<file path="config.mk">
export PLATFORM = sky130hd
export DESIGN_NAME = regfile_wb_arbiter
export DESIGN_NICKNAME = d
export VERILOG_FILES = /design/src/rtl/regfile_wb_arbiter.sv
export SDC_FILE = /design/constraint.sdc
export NUM_CORES = 1
export LEC_CHECK = 0
export BUFFER_PORTS_ARGS = -buffer_cell sky130_fd_sc_hd__buf_4
export CAP_MARGIN = 20
export CORE_ASPECT_RATIO = 1.2
export CORE_MARGIN = 5
export CORE_UTILIZATION = 30
export DETAILED_ROUTE_END_ITERATION = 7
export GPL_TIMING_DRIVEN = 0
export HOLD_SLACK_MARGIN = 0.12
export MAX_ROUTING_LAYER = met4
export PLACE_DENSITY_LB_ADDON = 0.15
export SLEW_MARGIN = 20
export SYNTH_ARGS = -nofsm -noshare
export SYNTH_HDL_FRONTEND = slang
export SYNTH_SLANG_ARGS = --single-unit
</file>
<file path="constraint.sdc">
create_clock -name clk -period 3.8 [get_ports clk]
set_input_delay 0.38 -clock clk [delete_from_list [all_inputs] [get_ports clk]]
set_output_delay 0.38 -clock clk [all_outputs]
set_load 0.02 [all_outputs]
</file>
<file path="src/rtl/regfile_wb_arbiter.sv">
// Round-robin arbiter that shares the register-file write port between writeback units.
// It also keeps a busy scoreboard of destination registers and reports RAW hazards to issue.
module regfile_wb_arbiter #(
  parameter int N_REQ = 3,
  parameter int XLEN  = 32
) (
  input  logic                  clk,
  input  logic                  rst_n,
  input  logic [N_REQ-1:0]      req_valid,
  input  logic [5*N_REQ-1:0]    req_rd,
  input  logic [XLEN*N_REQ-1:0] req_data,
  output logic [N_REQ-1:0]      req_ready,
  output logic                  rf_we,
  output logic [4:0]            rf_wa,
  output logic [XLEN-1:0]       rf_wd,
  input  logic                  sb_set,
  input  logic [4:0]            sb_set_rd,
  input  logic [4:0]            chk_ra1,
  input  logic [4:0]            chk_ra2,
  output logic                  hazard1,
  output logic                  hazard2,
  output logic [31:0]           busy_mask
);

  localparam int PTR_W = $clog2(N_REQ);

  logic [PTR_W-1:0] rr_ptr_reg;
  logic [PTR_W-1:0] grant_idx;
  logic [PTR_W-1:0] rr_ptr_next;
  logic [N_REQ-1:0] grant;
  logic             handshake;
  logic [4:0]       sel_rd;
  logic [XLEN-1:0]  sel_data;
  logic [31:0]      busy_reg;
  logic [31:0]      busy_next;
  logic             rf_we_reg;
  logic [4:0]       rf_wa_reg;
  logic [XLEN-1:0]  rf_wd_reg;

  logic [4:0]      rd_arr   [N_REQ];
  logic [XLEN-1:0] data_arr [N_REQ];

  genvar gi;
  generate
    for (gi = 0; gi < N_REQ; gi++) begin : g_unpack
      assign rd_arr[gi]   = req_rd[gi*5 +: 5];
      assign data_arr[gi] = req_data[gi*XLEN +: XLEN];
    end
  endgenerate

  // Search starts at rr_ptr and wraps; the first valid requester wins.
  always_comb begin
    int idx;
    logic found;
    idx       = 0;
    found     = 1'b0;
    grant     = '0;
    grant_idx = '0;
    for (int k = 0; k < N_REQ; k++) begin
      idx = (int'(rr_ptr_reg) + k) % N_REQ;
      if (!found && req_valid[idx]) begin
        found      = 1'b1;
        grant[idx] = 1'b1;
        grant_idx  = PTR_W'(idx);
      end
    end
    if (!rst_n) begin
      grant = '0;
      found = 1'b0;
    end
    handshake = found;
  end

  assign req_ready   = grant;
  assign sel_rd      = rd_arr[grant_idx];
  assign sel_data    = data_arr[grant_idx];
  assign rr_ptr_next = (grant_idx == PTR_W'(N_REQ - 1)) ? '0 : grant_idx + 1'b1;

  // A new producer issued in the same cycle outranks the retiring write.
  always_comb begin
    busy_next = busy_reg;
    if (handshake && sel_rd != 5'd0)
      busy_next[sel_rd] = 1'b0;
    if (sb_set && sb_set_rd != 5'd0)
      busy_next[sb_set_rd] = 1'b1;
    busy_next[0] = 1'b0;
  end

  always_ff @(posedge clk) begin
    if (!rst_n) begin
      rr_ptr_reg <= '0;
      busy_reg   <= '0;
      rf_we_reg  <= 1'b0;
      rf_wa_reg  <= '0;
      rf_wd_reg  <= '0;
    end else begin
      busy_reg  <= busy_next;
      rf_we_reg <= 1'b0;
      if (handshake) begin
        rr_ptr_reg <= rr_ptr_next;
        rf_we_reg  <= (sel_rd != 5'd0);
        rf_wa_reg  <= sel_rd;
        rf_wd_reg  <= sel_data;
      end
    end
  end

  assign rf_we     = rf_we_reg;
  assign rf_wa     = rf_wa_reg;
  assign rf_wd     = rf_wd_reg;
  assign busy_mask = busy_reg;

  // The in-flight term covers the write sitting in the output register.
  assign hazard1 = (chk_ra1 != 5'd0) &&
                   (busy_reg[chk_ra1] || (rf_we_reg && rf_wa_reg == chk_ra1));
  assign hazard2 = (chk_ra2 != 5'd0) &&
                   (busy_reg[chk_ra2] || (rf_we_reg && rf_wa_reg == chk_ra2));

endmodule
</file>
### After elaboration in Yosys (flattened, before gate mapping)

Index checks and enable logic that the tools add are counted.

* $add $sub $neg: 3
* div/mod/pow operators: 3
* order comparisons: 13
* eq/ne operators: 3
* mux-type cells: 43
* bitwise operators: 6
* reduce and logical (&&, ||, !) cells: 22

Operators with widths (count)
* $mux W32: 4
* $ge A32 B1 Y1 const B: 3
* $lt A32 B4 Y1 const B: 3
* $bmux W32 S2: 1
* $mod A32 B3 Y32 const B: 2
* $and A32 B32 Y32: 1
* $mod A3 B3 Y32 const B: 1
* $not A32 Y32: 1
* $or A32 B32 Y32: 1
* $lt A5 B6 Y1 const B: 4
* $reduce_bool A5 Y1: 4
* $mux W1: 17
* $logic_and A1 B1 Y1: 13
* $mux W3: 4
* $bmux W1 S5: 2
* $bmux W5 S2: 1
* $demux W1 S5: 2
* $eq A5 B5 Y1: 2
* $ge A5 B1 Y1 const B: 2
* $mux W5: 2
* $mux W2: 4
* $bmux W1 S2: 3
* $demux W1 S2: 3
* $or A3 B3 Y3: 2
* 9 further kinds: 11

* register bits: 72
* input bits: 132
* output and inout port bits: 75
* logic and storage cells: 99

### Logic depth before layout (Yosys ltp)

Gate-level depths: netlist of the first run.

* word-level depth: 24
* depth in mapped cells: 13
* depth with buffers taken out: 10

### Worst setup path after synthesis of the first run

OpenSTA, ideal clock, no wires.

* path kind: flip-flop to flip-flop
* start: register rr_ptr_reg[0]
* end: register busy_reg[25], in the netlist busy_mask[25]
* library setup time: 0.127 ns
* arrival: 2.550 ns
* data required time: 3.673 ns
* slack: 1.123 ns
* stages on the path, launching flop included: 12
* path buffers: 1
* period minus slack after synthesis: 2.677 ns
* path through: dfxtp_1 inv_1 ha_1 buf_2 nand3b_1 o21ai_4 nor3_2 nor2_4 mux2i_1 a2111o_1 o311ai_1 o21ai_1

* longest elaborated chain between the ends: 24
* elaborated cells on any way between the ends: 41
* those cells by class: add/sub (2); div (3); order compare (2); mux (23); bitwise (4); reduce/logical (7)

Ends and longest elaborated chain
* from (decl): RTL line 27 `logic [PTR_W-1:0] rr_ptr_reg;`
* from (signal assigned): RTL line 100 `rr_ptr_reg <= rr_ptr_next;`
* parallel branches: the longest is 21 deep, another holds $mod A32 B3 Y32
* $mux W32 *: RTL line 82 `if (handshake && sel_rd != 5'd0)`
* $or A32 B32 Y32 (no line)
* $mux W32 *: RTL line 84 `if (sb_set && sb_set_rd != 5'd0)`
* to (signal assigned): RTL line 97 `busy_reg <= busy_next;`
* to (decl): RTL line 34 `logic [31:0] busy_reg;`

Mark *: on every way between the ends. The select of a mux whose other input is x is not followed.
A chain may end at the register's enable or synchronous reset.

### Worst setup path in the final report of the first run

* start: register rr_ptr_reg[1]
* end: register busy_reg[26], in the netlist busy_mask[26]

Same word-level chain as after synthesis.

==> results.json, run 1 <==
{
  "avgSynthCellArea_um2": 8.521,
  "period_share_pct": 87.23,
  "critical_path_class": "flip-flop to flip-flop",
  "slew_headroom_pct": 40.37,
  "ys_seq_elements": 71,
  "crit_buf_inv": 3,
  "fin_skew_ns": 0.006779,
  "antenna_found_initial": 0,
  "worst_pin_slew_ns": 0.8935,
  "yosysSeqAreaShare_pct": 29.06,
  "fill_cells": 1659,
  "dp_slack_ns": 0.4406,
  "clock_path_buffers": 2,
  "initial_core_util_pct": 30.30,
  "syn_to_final_growth_pct": 43.72,
  "die_x_um": 126.6,
  "crit_top_cell": "mux2i_1",
  "drt_wl_total_um": 18970,
  "dp_hpwl_um": 15460,
  "ir_drop_mv": 0.4402,
  "cp-end-kind": "flip-flop",
  "drive_above_1_share_pct": 34.84,
  "clock.fmax_mhz": 301.7,
  "avgRoutedWirePerCell_um": 18.84,
  "powerDensity_nw_per_um2": 794.2,
  "yosys.cell_count.top_type": "dfxtp_1",
  "dp_cells": 991,
  "yosysTopAreaCell": "dfxtp_1",
  "diodes": 0,
  "cp-start-kind": "flip-flop",
  "worst_skew_pair.late_latency_ns": 0.33,
  "total_power_mw": 5.582,
  "layout.cells.non_filler": 1007,
  "clock-root-buffer": "clkbuf_16",
  "postCtsSetupRepairBufs": 0,
  "finalHoldViolCount": 0,
  "cts.sinks": 71,
  "final_antenna_net_count": 0,
  "row_count": 51,
  "clk_pin_slew_ns": 0.07,
  "io_pins": 207,
  "syn_inst": 574,
  "rsz0062_at_grt": "no",
  "cts_tree": "yes",
  "path_max_fanout": 10,
  "coreArea_um2": 16140,
  "layout_setup_ws_ns": 0.4851,
  "syn-num-nets": 710,
  "fin_crit_ns": 3.315,
  "holdBufCountCts": 0,
  "ys.flop_type": "dfxtp_1",
  "drt_iter0_markers": 192,
  "power.leakage_nw": 3.076,
  "synth_top_cells_by_area": "dfxtp_1 29%, mux2i_1 8.6%, mux4_2 8.3%",
  "viasPerCell": 5.175,
  "nNetsFinal": 926,
  "drt_pass1_iterations": 7,
  "numCtsBuffers": 9,
  "report.final.slew_viol_count": 0,
  "grt_pass1_wl_um": 29410,
  "port_buffers": 205,
  "remaining_drc_errors": 0,
  "synthesis.area_um2": 4891,
  "hp-class": "primary input to flip-flop",
  "cp.required_ns": 4.02,
  "yosysUniqueCellTypes": 65,
  "gr-total-overflow": 0,
  "async_flop_share_pct": 0,
  "gp_congestion": 0.8890,
  "cp_slowest_stage_delay_ns": 0.49,
  "setup_violations": 0,
  "crit_chain": "inv_1, ha_1, buf_4, mux2i_1, mux2i_1, a21oi_2, o21ai_4, buf_4, mux2i_1, o2111ai_1, o31ai_1, a21boi_1",
  "grt_pass1_vias": 5547,
  "num_vias": 5211,
  "synth_edf_count": 0,
  "utilization_pct": 43.54,
  "worstPathArrival_ns": 3.53,
  "cpMaxStageDelayCell": "o2111ai_1",
  "largest_reg_flops": 32,
  "critPathTopFamily": "compound AO/OA/AOI/OAI gates",
  "post_cts_resized": 0,
  "ys_warn_count": 0,
  "yosys.area.top_type_share_pct": 29.06,
  "ys_top_cells_by_count": "71 x dfxtp_1, 54 x nor2_1, 42 x a21oi_1, 42 x mux2i_1, 41 x nor2b_1",
  "drv_cap": 0,
  "setup_tns_ns": 0,
  "die_area_um2": 18970,
  "grt_max_degree": 15,
  "status": "finished, final reports clean",
  "die_h_um": 149.9,
  "gr-usage-all-layers_pct": 20.14,
  "htreeDepth": 3
}
per-stage QoR:
step	hold slack, ns	area (um^2)
after floorplan	0.5239	4891
after global routing	0.3498	7029
after global placement	0.4933	6695
after detailed placement	0.4994	6695
after CTS	0.3281	7024
final	0.3364	7029
report_power, final:
group / internal [mW] / switching [mW]
Sequential: 0.974 / 0.168
Combinational: 1.36 / 2.14
Clock: 0.583 / 0.350
cell families (layout without fill, tap and decap cells):
kind of cell | Yosys count | in the layout | synth area share (%)
other | 1 | 1 | 0.07667
AO/OA/AOI/OAI | 181 | 181 | 24.81
AND/OR/NAND/NOR | 188 | 188 | 20.36
XOR/XNOR | 10 | 10 | 1.791
flip-flops | 71 | 71 | 29.06
multiplexers | 66 | 66 | 18.32
adder cells (fa/ha/maj) | 4 | 4 | 1.023
buffers and inverters | 53 | 274 | 4.554
metal layers:
metal / global-route usage (%) / share of wire (%)
met4: 5.901 / 1.9
met1: 22.17 / 39
met2: 36.15 / 51
met5: - / 0
met3: 4.713 / 7.4
area by class of cell:
type / count / area (um^2) / area share (%)
repair buffers: 205 / 1539 / 21.89
plain buffers: 44 / 188.9 / 2.688
clock inverters: 7 / 103.9 / 1.477
well taps: 212 / 265.3 / 3.774
inverters: 9 / 33.78 / 0.4806
clock buffers: 9 / 225.2 / 3.204
multi-input cells: 450 / 3252 / 46.26
flip-flops and latches: 71 / 1421 / 20.22
worst paths after layout:
check / start / end / slack [ns] / cells past startpoint
worst max-delay path: rr_ptr_reg[1] / busy_mask[26] / 0.49 / 12
worst min-delay path: sb_set_rd[2] / busy_mask[9] / 0.34 / 3
worst max register to register: rr_ptr_reg[1] / busy_mask[26] / 0.49 / 12
worst min register to register: rf_wd[17] / rf_wd[17] / 0.51 / 2
worst register-to-register path, cell delays in order, from the launching register on:
cell       delay [ns]
dfxtp_1          0.38
inv_1            0.08
ha_1             0.20
buf_4            0.18
mux2i_1          0.16
mux2i_1          0.34
a21oi_2          0.12
o21ai_4          0.24
buf_4            0.24
mux2i_1          0.28
o2111ai_1        0.49
o31ai_1          0.39
a21boi_1         0.10
cell usage in the layout (no fill, tap or decap), types with 3 or more instances in the layout:
master | synthesis | final
clkbuf_1 | 25 | 25
clkbuf_16 | 0 | 9
xor2_1 | 8 | 8
nand3_1 | 7 | 7
mux2i_1 | 42 | 42
nor2_1 | 54 | 54
o21ai_0 | 37 | 37
buf_2 | 10 | 10
nor3b_1 | 8 | 7
inv_1 | 9 | 9
mux2_2 | 5 | 5
nor3_1 | 3 | 3
a21boi_1 | 16 | 16
or3b_2 | 3 | 3
clkinv_4 | 0 | 3
o21ai_1 | 9 | 9
a211oi_1 | 33 | 33
dfxtp_1 | 71 | 71
and3b_1 | 3 | 3
nand2b_1 | 6 | 6
and3_1 | 9 | 9
o211ai_1 | 9 | 9
nand2_1 | 35 | 35
and2_1 | 4 | 4
o21a_1 | 3 | 3
nand3b_1 | 3 | 3
buf_4 | 3 | 208
a21oi_1 | 42 | 42
nor2b_1 | 41 | 41
mux4_2 | 18 | 18
o31ai_1 | 4 | 4
ha_1 | 4 | 4
buf_1 | 6 | 6
Note: power is estimated with default switching activity, not from simulation.
==> run 2: changes to the inputs <==
==> constraint.sdc (replaced) <==
create_clock -name clk -period 2.75 [get_ports clk]
set_input_delay 0.275 -clock clk [delete_from_list [all_inputs] [get_ports clk]]
set_output_delay 0.275 -clock clk [all_outputs]
set_load 0.02 [all_outputs]
==> run 2 against run 1 <==
  * The run now ends with negative setup slack left
  * Non-clock buffer count rose by 48
  * Flip-flop and latch count unchanged
  * Sequential power up 39%
  * Clock power rose by 38%
  * Total power is 68% higher
  * Largest cell class unchanged
  * Highest routed layer unchanged
==> results.json, run 2 (synthesis gave the netlist of run 1 again) <==
{
  "nNetsFinal": 974,
  "port_buffers": 205,
  "holdBufCountCts": 0,
  "slew_headroom_pct": 57.18,
  "clock.fmax_mhz": 348.4,
  "clock-root-buffer": "clkbuf_16",
  "final_cell_mix": "252 x buf_4, 69 x dfxtp_1, 53 x nor2_1",
  "final_common_cell": "buf_4",
  "total_power_mw": 9.358,
  "avgRoutedWirePerCell_um": 18.97,
  "row_count": 51,
  "gr-usage-all-layers_pct": 20.57,
  "dp_hpwl_um": 15460,
  "rsz0062_at_grt": "yes",
  "cp.required_ns": 2.97,
  "worstPathArrival_ns": 3.10,
  "die_area_um2": 18970,
  "setup_violations": 12,
  "clk_pin_slew_ns": 0.07,
  "cp-start-kind": "flip-flop",
  "num_vias": 5525,
  "grt_pass1_vias": 5750,
  "die_x_um": 126.6,
  "cts_tree": "yes",
  "drive_above_1_share_pct": 45.79,
  "fill_cells": 1579,
  "gp_congestion": 0.8890,
  "finalHoldViolCount": 0,
  "grt_max_degree": 15,
  "layout_setup_ws_ns": -0.1206,
  "largest_reg_flops": 32,
  "worst_skew_pair.late_latency_ns": 0.34,
  "grt_pass1_wl_um": 30100,
  "diodes": 0,
  "violations": "negative setup slack",
  "cp-end-kind": "flip-flop",
  "power.leakage_nw": 3.412,
  "period_share_pct": 104.4,
  "report.final.slew_viol_count": 0,
  "syn_to_final_growth_pct": 61.35,
  "numCtsBuffers": 9,
  "path_max_fanout": 6,
  "htreeDepth": 3,
  "io_pins": 207,
  "critical_path_class": "flip-flop to flip-flop",
  "drt_wl_total_um": 20010,
  "fin_skew_ns": 0.004899,
  "hp-class": "primary input to flip-flop",
  "worst_pin_slew_ns": 0.6423,
  "status": "finished, violations left",
  "antenna_found_initial": 0,
  "hold_slack_ns": 0.2270,
  "initial_core_util_pct": 30.30,
  "remaining_drc_errors": 0,
  "viasPerCell": 5.237,
  "final_antenna_net_count": 0,
  "coreArea_um2": 16140,
  "die_h_um": 149.9,
  "ir_drop_mv": 0.6932,
  "drt_pass1_iterations": 4,
  "drv_cap": 0,
  "fin_crit_ns": 2.871,
  "clock_path_buffers": 2,
  "powerDensity_nw_per_um2": 1186,
  "gr-total-overflow": 0,
  "drt_iter0_markers": 224,
  "stdcell_area_um2": 7891,
  "placed_cell_area_um2": 6695,
  "cts.sinks": 71
}
run 2: changes by cell type in the layout (fill, tap and decap cells not counted), moves of 8 or more:
cell | previous run | this run
mux2i_1 | 42 | 31
clkbuf_2 | 0 | 8
buf_4 | 208 | 252
clkbuf_1 | 25 | 17
buf_6 | 0 | 13
buf_2 | 10 | 2
o21ai_0 | 37 | 24
run 2: layer usage:
layer | track usage, % | vias to the layer above | wire length [um]
met5 | - | - | 0
met3 | 4.891 | 36 | 1502
li1 | - | 2650 | -
met1 | 22.10 | 2603 | 7628
met4 | 6.438 | 0 | 389
met2 | 37.34 | 236 | 10490
run 2: final cells by class:
class	count	area, um^2	area share, %
sequential	71	1429	18.11
timing repair buffer	259	1981	25.10
tap	212	265.3	3.361
multi-input combinational	450	3632	46.03
clock inverter	7	103.9	1.316
clock buffer	9	225.2	2.854
inverter	9	33.78	0.4281
buffer	38	221.5	2.806
run 2: final timing paths:
check / from / to / slack, ns / cells past startpoint
setup / recovery: rr_ptr_reg[1] / busy_mask[7] / -0.12 / 13
hold / removal: sb_set_rd[2] / busy_mask[9] / 0.23 / 3
setup reg to reg: rr_ptr_reg[1] / busy_mask[7] / -0.12 / 13
hold reg to reg: busy_mask[3] / busy_mask[3] / 0.49 / 2
run 2: per-stage QoR:
step / TNS (ns) / setup slack, ns / std cells / utilization [%]
floorplan: 0 / 0.07256 / 574 / -
global placement: -31.51 / -0.5811 / 991 / 41.47
detailed placement: -32.99 / -0.6094 / 991 / 41.47
CTS: -0.3492 / -0.04462 / 1036 / 46.62
global route: -2.945 / -0.1996 / 1055 / 48.88
finish: -0.9364 / -0.1206 / 1055 / 48.88
run 2: worst max-delay path: stages, from the launching register on:
cell	delay [ns]
dfxtp_4	0.35
buf_6	0.11
ha_4	0.24
buf_6	0.12
nor2b_4	0.12
o21ai_2	0.17
buf_4	0.15
a21oi_4	0.06
o32a_1	0.33
mux2_4	0.29
a311o_2	0.46
buf_6	0.16
o21ai_2	0.10
a21boi_1	0.07
run 2: timing repair:
action | in CTS | in global routing
buffers inserted | 31 | 22
gates cloned | 1 | 0
pin swaps | 20 | 31
resized for setup | 68 | 63
setup endpoints to repair | 72 | 71
run 2: power breakdown:
| group | switching [mW] | total (mW) | internal (mW) |
|---|---|---|---|
| logic | 3.52 | 6.47 | 2.95 |
| clock network | 0.489 | 1.29 | 0.805 |
| registers | 0.239 | 1.59 | 1.35 |
